File: src/rtl/spi_slave_if.sv
// Bus bundle between an SPI mode-0 slave and its host-side user.
// The slave modport is the block's view; the master modport is the host/bench view.
interface spi_slave_if #(
  parameter int WIDTH = 8
) ();
  logic             select_in;
  logic             sck_in;
  logic             mosi_in;
  logic             miso_out;
  logic [WIDTH-1:0] tx_data_in;
  logic             tx_load_in;
  logic             tx_ready_out;
  logic [WIDTH-1:0] rx_data_out;
  logic             rx_valid_out;
  logic             busy_out;
  logic             tx_underrun_out;

  modport slave (
    input  select_in, sck_in, mosi_in, tx_data_in, tx_load_in,
    output miso_out, tx_ready_out, rx_data_out, rx_valid_out, busy_out, tx_underrun_out
  );

  modport master (
    output select_in, sck_in, mosi_in, tx_data_in, tx_load_in,
    input  miso_out, tx_ready_out, rx_data_out, rx_valid_out, busy_out, tx_underrun_out
  );
endinterface

File: src/rtl/spi_slave.sv
// SPI mode-0 slave, oversampled by clk_in, with a one-word tx buffer.
// Optional sticky tx underrun flag is built only when SPI_SLAVE_UNDERRUN_EN is defined.
module spi_slave #(
  parameter int WIDTH       = 8,
  parameter int SYNC_STAGES = 2
) (
  input  logic        clk_in,
  input  logic        reset_in,
  spi_slave_if.slave  bus
);
  localparam int CNT_W = (WIDTH > 2) ? $clog2(WIDTH) : 1;
  localparam logic [CNT_W-1:0] LAST_BIT = CNT_W'(WIDTH - 1);

  typedef enum logic {S_IDLE, S_ACTIVE} state_t;

  state_t                 state, state_nxt;
  logic [SYNC_STAGES-1:0] sel_sync, sck_sync, mosi_sync;
  logic                   sel_prev, sck_prev;
  logic                   sel_s, sck_s, mosi_s;
  logic                   sel_fall, sck_rise, sck_fall;
  logic [CNT_W-1:0]       bit_cnt;
  logic [WIDTH-1:0]       tx_shift, rx_shift, rx_data, tx_buf;
  logic                   rx_valid, tx_full;
  logic                   entry, reload, shift_tx, shift_rx, abort;
  logic                   word_start, consume, accept;

  // Synchronizer stage: select presets high so reset reads as deselected
  always_ff @(posedge clk_in) begin
    if (reset_in) begin
      sel_sync  <= '1;
      sck_sync  <= '0;
      mosi_sync <= '0;
      sel_prev  <= 1'b1;
      sck_prev  <= 1'b0;
    end else begin
      sel_sync  <= {sel_sync[SYNC_STAGES-2:0],  bus.select_in};
      sck_sync  <= {sck_sync[SYNC_STAGES-2:0],  bus.sck_in};
      mosi_sync <= {mosi_sync[SYNC_STAGES-2:0], bus.mosi_in};
      sel_prev  <= sel_sync[SYNC_STAGES-1];
      sck_prev  <= sck_sync[SYNC_STAGES-1];
    end
  end

  assign sel_s    = sel_sync[SYNC_STAGES-1];
  assign sck_s    = sck_sync[SYNC_STAGES-1];
  assign mosi_s   = mosi_sync[SYNC_STAGES-1];
  assign sel_fall = sel_prev & ~sel_s;
  assign sck_rise = sck_s & ~sck_prev;
  assign sck_fall = ~sck_s & sck_prev;

  always_ff @(posedge clk_in) begin
    if (reset_in) state <= S_IDLE;
    else          state <= state_nxt;
  end

  always_comb begin
    state_nxt = state;
    entry     = 1'b0;
    reload    = 1'b0;
    shift_tx  = 1'b0;
    shift_rx  = 1'b0;
    abort     = 1'b0;
    case (state)
      S_IDLE: begin
        if (sel_fall) begin
          state_nxt = S_ACTIVE;
          entry     = 1'b1;
        end
      end
      S_ACTIVE: begin
        if (sel_s) begin
          state_nxt = S_IDLE;
          abort     = 1'b1;
        end else begin
          shift_rx = sck_rise;
          if (sck_fall) begin
            reload   = (bit_cnt == '0);
            shift_tx = (bit_cnt != '0);
          end
        end
      end
      default: state_nxt = S_IDLE;
    endcase
  end

  // A word start pulls from the buffer; a load in the same cycle sees the pre-consume state
  assign word_start = entry | reload;
  assign consume    = word_start & tx_full;
  assign accept     = bus.tx_load_in & ~tx_full;

  always_ff @(posedge clk_in) begin
    if (reset_in) begin
      bit_cnt  <= '0;
      tx_shift <= '0;
      rx_shift <= '0;
      rx_data  <= '0;
      rx_valid <= 1'b0;
      tx_full  <= 1'b0;
    end else begin
      rx_valid <= 1'b0;
      if (word_start)
        tx_shift <= tx_full ? tx_buf : '0;
      else if (shift_tx)
        tx_shift <= {tx_shift[WIDTH-2:0], 1'b0};
      if (shift_rx) begin
        rx_shift <= {rx_shift[WIDTH-2:0], mosi_s};
        if (bit_cnt == LAST_BIT) begin
          bit_cnt  <= '0;
          rx_data  <= {rx_shift[WIDTH-2:0], mosi_s};
          rx_valid <= 1'b1;
        end else begin
          bit_cnt <= bit_cnt + 1'b1;
        end
      end
      if (entry || abort) bit_cnt <= '0;
      if (consume) tx_full <= 1'b0;
      if (accept)  tx_full <= 1'b1;
    end
  end

  always_ff @(posedge clk_in) begin
    if (accept) tx_buf <= bus.tx_data_in;
  end

`ifdef SPI_SLAVE_UNDERRUN_EN
  logic underrun;

  always_ff @(posedge clk_in) begin
    if (reset_in)                     underrun <= 1'b0;
    else if (word_start && !tx_full)  underrun <= 1'b1;
    else if (accept)                  underrun <= 1'b0;
  end

  assign bus.tx_underrun_out = underrun;
`else
  assign bus.tx_underrun_out = 1'b0;
`endif

  assign bus.miso_out     = (state == S_ACTIVE) & tx_shift[WIDTH-1];
  assign bus.tx_ready_out = ~tx_full;
  assign bus.rx_data_out  = rx_data;
  assign bus.rx_valid_out = rx_valid;
  assign bus.busy_out     = (state == S_ACTIVE);
endmodule

File: src/flat_wrapper.sv
// flat-port wrapper written by rule: the top's interface ports become plain ports
module spi_slave_flat 
#(
  parameter int WIDTH       = 8,
  parameter int SYNC_STAGES = 2
)
  (clk_in, reset_in, bus_select_in, bus_sck_in, bus_mosi_in, bus_tx_data_in, bus_tx_load_in, bus_miso_out, bus_tx_ready_out, bus_rx_data_out, bus_rx_valid_out, bus_busy_out, bus_tx_underrun_out);
  spi_slave_if #(.WIDTH(WIDTH)) bus_i ();
  input  logic clk_in;
  input  logic reset_in;
  input wire logic [$bits(bus_i.select_in)-1:0] bus_select_in;
  input wire logic [$bits(bus_i.sck_in)-1:0] bus_sck_in;
  input wire logic [$bits(bus_i.mosi_in)-1:0] bus_mosi_in;
  input wire logic [$bits(bus_i.tx_data_in)-1:0] bus_tx_data_in;
  input wire logic [$bits(bus_i.tx_load_in)-1:0] bus_tx_load_in;
  output wire logic [$bits(bus_i.miso_out)-1:0] bus_miso_out;
  output wire logic [$bits(bus_i.tx_ready_out)-1:0] bus_tx_ready_out;
  output wire logic [$bits(bus_i.rx_data_out)-1:0] bus_rx_data_out;
  output wire logic [$bits(bus_i.rx_valid_out)-1:0] bus_rx_valid_out;
  output wire logic [$bits(bus_i.busy_out)-1:0] bus_busy_out;
  output wire logic [$bits(bus_i.tx_underrun_out)-1:0] bus_tx_underrun_out;
  assign bus_i.select_in = bus_select_in;
  assign bus_i.sck_in = bus_sck_in;
  assign bus_i.mosi_in = bus_mosi_in;
  assign bus_i.tx_data_in = bus_tx_data_in;
  assign bus_i.tx_load_in = bus_tx_load_in;
  assign bus_miso_out = bus_i.miso_out;
  assign bus_tx_ready_out = bus_i.tx_ready_out;
  assign bus_rx_data_out = bus_i.rx_data_out;
  assign bus_rx_valid_out = bus_i.rx_valid_out;
  assign bus_busy_out = bus_i.busy_out;
  assign bus_tx_underrun_out = bus_i.tx_underrun_out;
  spi_slave #(.WIDTH(WIDTH), .SYNC_STAGES(SYNC_STAGES)) u_core (.clk_in(clk_in), .reset_in(reset_in), .bus(bus_i));
endmodule
File: config.mk
export PLATFORM = sky130hd
export DESIGN_NAME = spi_slave_flat
export DESIGN_NICKNAME = d
export VERILOG_FILES = /design/src/rtl/spi_slave_if.sv /design/src/rtl/spi_slave.sv /design/src/flat_wrapper.sv
export SDC_FILE = /design/constraint.sdc
export NUM_CORES = 1
export LEC_CHECK = 0
export BUFFER_PORTS_ARGS = -buffer_cell sky130_fd_sc_hd__buf_2
export CORE_ASPECT_RATIO = 0.8
export CORE_MARGIN = 2
export CORE_UTILIZATION = 55
export CTS_CLUSTER_DIAMETER = 40
export DETAILED_ROUTE_END_ITERATION = 8
export PLACE_DENSITY = 0.78
export SLEW_MARGIN = 10
export SYNTH_ARGS = -nofsm -noshare
export SYNTH_HDL_FRONTEND = slang
export SYNTH_SLANG_ARGS = --single-unit
File: constraint.sdc
create_clock -name clk_in -period 2 [get_ports clk_in]
set_input_delay 0.5 -clock clk_in [delete_from_list [all_inputs] [get_ports clk_in]]
set_output_delay 0.5 -clock clk_in [all_outputs]
set_load 0.02 [all_outputs]
**Word-level counts from Yosys, hierarchy flattened**

Cells that the tools add are included.

- $add $sub $neg: 1
- Equal/unequal tests: 1
- Muxes and demuxes: 21
- Bitwise operators: 13
- Reduce and logical (&&, ||, !) cells: 8

Operators by type and width:

| cell | count |
|---|---|
| $mux W8 | 3 |
| $mux W1 | 16 |
| $and A1 B1 Y1 | 6 |
| $not A1 Y1 | 6 |
| $reduce_bool A2 Y1 | 2 |
| $reduce_or A2 Y1 | 2 |
| $add A3 B1 Y3 const B | 1 |
| $eq A3 B3 Y1 const B | 1 |
| $logic_not A3 Y1 | 1 |
| $mux W3 | 1 |
| $reduce_bool A3 Y1 | 1 |
| $pmux W1 S2 | 1 |
| $reduce_and A2 Y1 | 1 |
| $logic_or A1 B1 Y1 | 1 |
| $or A1 B1 Y1 | 1 |

- Flip-flop bits (word level): 45
- Output and inout bits: 13

**Depth between registers and ports, before layout**

Gate-level depths: netlist of run 1.

- Depth in word-level cells: 9
- Depth in mapped cells: 7

**Least setup slack after synthesis of run 1**

OpenSTA, ideal clock, no wires.

- Kind: reg-to-reg
- From: register u_core.state, in the netlist u_core.bus.busy_out
- To: register u_core.tx_shift[0]
- Setup time: 0.116 ns
- Data arrival time: 1.347 ns
- Required time: 1.884 ns
- Slack: 0.537 ns
- Cell stages (with the launch flop): 7
- Clock period less this slack: 1.463 ns
- Cell sequence: dfxtp_1 > buf_6 > nor4bb_1 > buf_4 > or2_1 > buf_6 > a41o_1

- Longest elaborated chain between the ends: 3
- Elaborated cells on any way between the ends: 6
- Classes of those cells: 4 x mux; 1 x bitwise; 1 x reduce/logical

Ends and longest elaborated chain:

| element | RTL line | RTL |
|---|---|---|
| from (decl) | spi_slave.sv:16 | `state_t state, state_nxt;` |
| from (signal assigned) | spi_slave.sv:53 | `else state <= state_nxt;` |
| $mux W1 | spi_slave.sv:63 | `case (state)` |
| $or A1 B1 Y1 | spi_slave.sv:87 | `assign word_start = entry \| reload;` |
| $mux W8 or $reduce_bool A2 Y1 (tied branches) | n/a |  |
| to (signal assigned) | spi_slave.sv:102 | `tx_shift <= tx_full ? tx_buf : '0;` |
| to (signal assigned) | spi_slave.sv:104 | `tx_shift <= {tx_shift[WIDTH-2:0], 1'b0};` |
| to (decl) | spi_slave.sv:22 | `logic [WIDTH-1:0] tx_shift, rx_shift, rx_data, tx_buf;` |

Several ways; a longest one is shown, not always the timed one.
A chain may end at the register's enable or synchronous reset.

**Worst setup path in the final report of run 1**

- From: register u_core.state, in the netlist u_core.bus.busy_out
- To: output port bus_miso_out

- Longest elaborated chain between the ends: 1

Ends and longest elaborated chain:

| element | RTL line | RTL |
|---|---|---|
| $and A1 B1 Y1 | spi_slave.sv:139 | `assign bus.miso_out = (state == S_ACTIVE) & tx_shift[WIDTH-1];` |
| to (decl) | flat_wrapper.sv:16 | `output wire logic [$bits(bus_i.miso_out)-1:0] bus_miso_out;` |

No other way between the ends.

==> impl_metrics.ini, run 1 <==
[clocking]
h-tree-depth = 2
path_clk_slew_ns = 0.09
cts_buffer_depth = 2
clock_latency_ns = 0.30
cts_tree = yes
postCtsSetupBuffers = 0
cts-buffers-inserted = 5
cts_root_buf = clkbuf_8
ctsResizeCount = 0
cts_sinks = 45
holdBufCountCts = 0

[global_routing]
antenna_found_initial = 0
grt_pass1_vias = 1185
grt_pass1_wl_um = 5237
grt_overflow_total = 0
grt_max_degree = 36
grt_usage_pct = 20.18

[floorplanning]
die_h_um = 54.69
ioPinCount = 27
die_w_um = 67.37
die_area_um2 = 3684
start_util_pct = 57.26
rows = 18
core-area_um2 = 3085

[synth]
ys_ff_latch = 45
synth.distinct_cells = 33
synth_warnings = 0
synth_edf_count = 8
async_reset_ff_share_pct = 0
synth_cells = 181
synth_area_um2 = 1767
avgSynthCellArea_um2 = 9.761
synthFlopType = dfxtp_1
seq_area_frac_synth_pct = 55.52
synth.net_count = 198

[drt]
drc = 0
ant_nets = 0
vias = 1347
drtPass1Iterations = 4
drt-total-wl_um = 3421
vias_per_cell = 5.589
dr.first_iter.drc_count = 101
post_drt_wl_per_cell_um = 14.20

[sta]
fmax_ghz = 0.6127
rsz0062_at_grt = false
hold_viol_final = 0
finalMaxSlewViolations = 0
slew_headroom_pct = 56.89
fin_skew_ns = 0.007893
setup_ws_ns = 0.3679
setup_violations = 0
finalSetupTns_ns = 0
fin_crit_ns = 1.632
worst_pin_slew_ns = 0.6453
finalCritPeriodShare_pct = 81.60

[critical_path]
max_stage_delay_ns = 0.51
cp_cell_sequence = and2_1, buf_2
worst-setup-path-type = flop to output port
crit_path_start_kind = flop
worstPathArrival_ns = 1.13
worstPathMaxFanout = 10
end_kind = output port
cp_slowest_cell = dfxtp_1
required_ns = 1.50

[power]
power_density_nw_per_um2 = 812.2
ir_drop_v = 0.0005899
p_total_w = 0.001594
p_leak_nw = 0.7311

[placed_design]
port_buffers = 25
place_ws_ns = 0.4900
dp_cells = 233
dp_hpwl_um = 2387
gp_congestion = 0.8797

[layout]
fin_nets = 217
fill_cells = 256
fin_util_pct = 63.58
drive_above_1_share_pct = 21.89
final-instance-count-excl-fill = 241
syn_to_final_growth_pct = 11.05
antenna_cells = 0

[min_path]
min_path_type = input pin to flop

[outcome]
status = finished, final reports clean

[run]
maxCapViolations = 0
-- per-layer routing --
metal  GRT usage (%)  share of wire [%]  vias up
met5               0                  0        -
met3           6.173                4.7        2
li1                -                  -      671
met1           24.55                 47      638
met2           33.83                 48       36
met4           8.163               0.79        0
-- cells in the mapped netlist (all sizes together) (2+ instances only) --
library cell / number / area (um2)
a21oi: 20 / 103.9
a311oi: 7 / 67.56
and4bb: 2 / 25.02
buf: 10 / 66.30
clkbuf: 6 / 22.52
dfxtp: 37 / 740.7
edfxtp: 8 / 240.2
ha: 3 / 37.54
inv: 5 / 18.77
nand2: 19 / 71.32
nand3: 17 / 85.08
nor2: 3 / 11.26
nor2b: 6 / 37.54
nor3: 8 / 40.04
o21ai: 15 / 75.07
or2: 4 / 25.03
-- final timing paths --
| path | cells past startpoint | end | slack (ns) | startpoint |
|---|---|---|---|---|
| worst min-delay path | 1 | u_core.tx_buf[7] | 0.37 | bus_tx_data_in[7] |
| worst max register to register | 3 | u_core.tx_shift[7] | 0.48 | u_core.bus.busy_out |
| worst max-delay path | 2 | bus_miso_out | 0.37 | u_core.bus.busy_out |
| worst min register to register | 1 | u_core.sel_sync[1] | 0.42 | u_core.sel_sync[0] |
-- cell usage in the layout (no fill, tap or decap), drive strengths merged, types with 2 or more instances in the layout --
cell type and count:
buf 28, edfxtp 8, ha 3, nor2b 6
o21ai 15, dfxtp 37, nand3 17, nand2 19
a311oi 7, and4bb 2, a21oi 20, clkbuf 5
nor3 8, or2 4, nor2 3, clkinv 3
inv 5
-- registers in the layout, summed over array words and instances (netlist names) --
register and cells:
u_core.bus.rx_data_out 8, u_core.tx_buf 8, u_core.tx_shift 8, u_core.rx_shift 7, u_core.bit_cnt 3, u_core.mosi_sync 2
u_core.sck_sync 2, u_core.sel_sync 2, u_core.bus.busy_out 1, u_core.bus.rx_valid_out 1, u_core.sck_prev 1, u_core.sel_prev 1
u_core.tx_full 1
-- worst max-delay path, delay by kind of cell, from the launching register on --
kind | cells | cell delay [ns]
buf+inv | 1 | 0.16
flops | 1 | 0.51
simple gates | 1 | 0.18
-- cell families (layout without fill, tap and decap cells) --
group	after synthesis	after routing	synth area share, %
other	1	1	0.2123
and+or+nand+nor	67	67	20.82
AOI/OAI and AO/OA	44	44	15.23
DFF	45	45	55.52
buffers and inverters	21	41	6.090
adders and majority gates	3	3	2.125
-- final cells by class --
cell class	instances	area, um2	share of cell area [%]
tap	40	50.05	2.551
multi-input combinational	115	678.2	34.57
clock inverter	3	17.52	0.8929
timing repair buffer	28	147.6	7.526
clock buffer	5	68.82	3.508
sequential	45	980.9	50.00
inverter	5	18.77	0.9566
-- where the power goes --
part	internal, W	switching (W)
combinational	0.0000338	0.0000487
sequential	0.000949	0.0000144
clock	0.000242	0.000306
-- per-stage QoR --
step	hold WS [ns]	cell area, um2
after floorplan	0.3895	1767
after global placement	0.4013	1876
after detailed placement	0.3974	1876
after CTS	0.3683	1962
after global routing	0.3605	1962
final	0.3701	1962
Power figures use the tool's default switching activity.
==> inputs of run 2 (changes only) <==
--- a/config.mk
+++ b/config.mk
@@ -5,13 +5,14 @@
 export SDC_FILE = /design/constraint.sdc
 export NUM_CORES = 1
 export LEC_CHECK = 0
+export ABC_AREA = 1
 export BUFFER_PORTS_ARGS = -buffer_cell sky130_fd_sc_hd__buf_2
 export CORE_ASPECT_RATIO = 0.8
 export CORE_MARGIN = 2
-export CORE_UTILIZATION = 55
+export CORE_UTILIZATION = 50
 export CTS_CLUSTER_DIAMETER = 40
 export DETAILED_ROUTE_END_ITERATION = 8
-export PLACE_DENSITY = 0.78
+export PLACE_DENSITY = 0.74
 export SLEW_MARGIN = 10
 export SYNTH_ARGS = -nofsm -noshare
 export SYNTH_HDL_FRONTEND = slang
==> constraint.sdc (replaced) <==
create_clock -name clk_in -period 1.4 [get_ports clk_in]
set_input_delay 0.35 -clock clk_in [delete_from_list [all_inputs] [get_ports clk_in]]
set_output_delay 0.35 -clock clk_in [all_outputs]
set_load 0.02 [all_outputs]
==> impl_metrics.ini, run 2 <==
[layout]
final_common_cell = nand2_1
drive_above_1_share_pct = 24.30
syn_to_final_growth_pct = 19.07
fin_nets = 267
antenna_cells = 0
fin_util_pct = 62.54
final_cell_mix = 40 x nand2_1, 35 x dfxtp_1, 29 x inv_1

[global_routing]
grt_overflow_total = 0
antenna_found_initial = 0
grt_max_degree = 25
grt_usage_pct = 17.14
use_met1_pct = 23.53
grt_pass1_vias = 1250
grt_pass1_wl_um = 5485
gr-max-usage-layer = met2
use_met3_pct = 6.261
use_met2_pct = 25.66

[synth]
synth_commonest_cells = 40 x nand2_1, 37 x dfxtp_1, 30 x inv_1
synth_cells = 218
synth_area_um2 = 1810
synth.distinct_cells = 27
yosysTopAreaCell = dfxtp_1
seq_area_frac_synth_pct = 54.18
ys_ff_latch = 45
yosysMostFrequentCell = nand2_1
avgSynthCellArea_um2 = 8.305
synth_edf_count = 8
synth.net_count = 235
synth_warnings = 0
synth.area.top_cells = dfxtp_1 41%, edfxtp_1 13%, nand2_1 8.3%, inv_1 6.2%, nor2_1 5.8%
async_reset_ff_share_pct = 0
netlist.area_leader.share_pct = 40.91
synthFlopType = dfxtp_1

[outcome]
status = finished, final reports clean

[floorplanning]
die_area_um2 = 4121
start_util_pct = 52.52
core-area_um2 = 3447
die_w_um = 71.28
rows = 19
ioPinCount = 27
die_h_um = 57.82

[critical_path]
worstPathArrival_ns = 1.00
end_kind = output port
worst-setup-path-type = flop to output port
crit_path_start_kind = flop
worstPathMaxFanout = 4
required_ns = 1.05

[clocking]
h-tree-depth = 2
cts-buffers-inserted = 5
cts_sinks = 45
cts_buffer_depth = 2
cts_root_buf = clkbuf_8
holdBufCountCts = 0
path_clk_slew_ns = 0.08
clock_latency_ns = 0.30
cts_tree = yes

[placed_design]
gp_congestion = 0.7961
dp_hpwl_um = 2183
port_buffers = 25

[run]
maxCapViolations = 0

[drt]
post_drt_wl_per_cell_um = 10.77
drt-total-wl_um = 3156
vias_per_cell = 4.686
ant_nets = 0
vias = 1373
dr.first_iter.drc_count = 112
drtPass1Iterations = 4
drc = 0

[sta]
finalCritPeriodShare_pct = 96.26
hold_viol_final = 0
fin_skew_ns = 0.008144
rsz0062_at_grt = false
fin_crit_ns = 1.348
hold_ws_ns = 0.2231
finalSetupTns_ns = 0
setup_violations = 0
fmax_ghz = 0.7420
finalMaxSlewViolations = 0

[power]
p_leak_nw = 1.033
power_density_nw_per_um2 = 1168
ir_drop_v = 0.0008226

[min_path]
min_path_type = input pin to flop
[run 2: cell types whose count changed after synthesis, sizes merged, moves of 2 or more]
cell	before	now
or2	4	2
clkinv	0	2
a311oi	7	0
nor2	3	30
o21ai	15	19
nor2b	6	0
and4bb	2	0
inv	5	32
a21oi	20	12
clkbuf	6	2
nand2	19	45
buf	10	6
nor3	8	0
[run 2: layout make-up]
class | instances | area [um2]
fillers | 287 | 1291
flip-flops and latches | 45 | 983.4
multi-input cells | 131 | 663.1
repair buffers | 33 | 200.2
inverters | 34 | 132.6
clock buffers | 7 | 118.9
well taps | 42 | 52.55
clock inverters | 1 | 5.005
[run 2: repair_timing]
action / CTS / global route
setup buffers: 0 / 0
setup endpoints to repair: 1 / 10
resized for setup: 1 / 7
[run 2: path summary, 6_finish.rpt]
| check | from | to | slack, ns | cells past startpoint |
|---|---|---|---|---|
| setup / recovery | u_core.bus.busy_out | bus_miso_out | 0.05 | 4 |
| hold / removal | bus_tx_data_in[3] | u_core.tx_buf[3] | 0.22 | 1 |
| setup reg to reg | u_core.sel_sync[1] | u_core.tx_shift[3] | 0.13 | 6 |
| hold reg to reg | u_core.sck_sync[0] | u_core.sck_sync[1] | 0.40 | 2 |
[run 2: cells by family (layout without fill, tap and decap cells)]
kind of cell	count (synthesis)	after routing	synth area share, %
other	1	1	0.2071
adder cells (fa/ha/maj)	3	3	2.073
flip-flops	45	45	54.18
buffers and inverters	42	75	10.16
AND/OR/NAND/NOR	96	96	24.40
AO/OA/AOI/OAI	31	31	8.984
[run 2: layer usage]
| metal | part of all wire (%) | up-vias |
|---|---|---|
| met5 | 0 | - |
| met3 | 6.6 | 5 |
| met2 | 41 | 37 |
| li1 | - | 739 |
| met4 | 1.0 | 0 |
| met1 | 51 | 592 |
[run 2: power breakdown]
group	switching [W]	leakage (nW)	internal, W
Sequential	0.0000197	0.378	0.00135
Combinational	0.0000849	0.591	0.0000606
Clock	0.000433	0.0645	0.000565
Total	0.000537	1.03	0.00198
[run 2: through the flow]
stage          power, W  setup WS [ns]  cell area (um2)  cells
6_report       0.002517        0.05235             2156    293
5_1_grt        0.002610       0.007069             2156    293
4_1_cts        0.002533        0.03114             2131    293
3_5_place_dp   0.001547         0.1078             2006    285
3_3_place_gp   0.001542         0.1143             2006    285
2_1_floorplan  0.001495         0.1281             1810    218
[run 2: critical path, stage by stage (launching register included)]
cell	delay, ns
dfxtp_2	0.33
buf_4	0.14
nand2_1	0.06
inv_1	0.04
buf_4	0.14
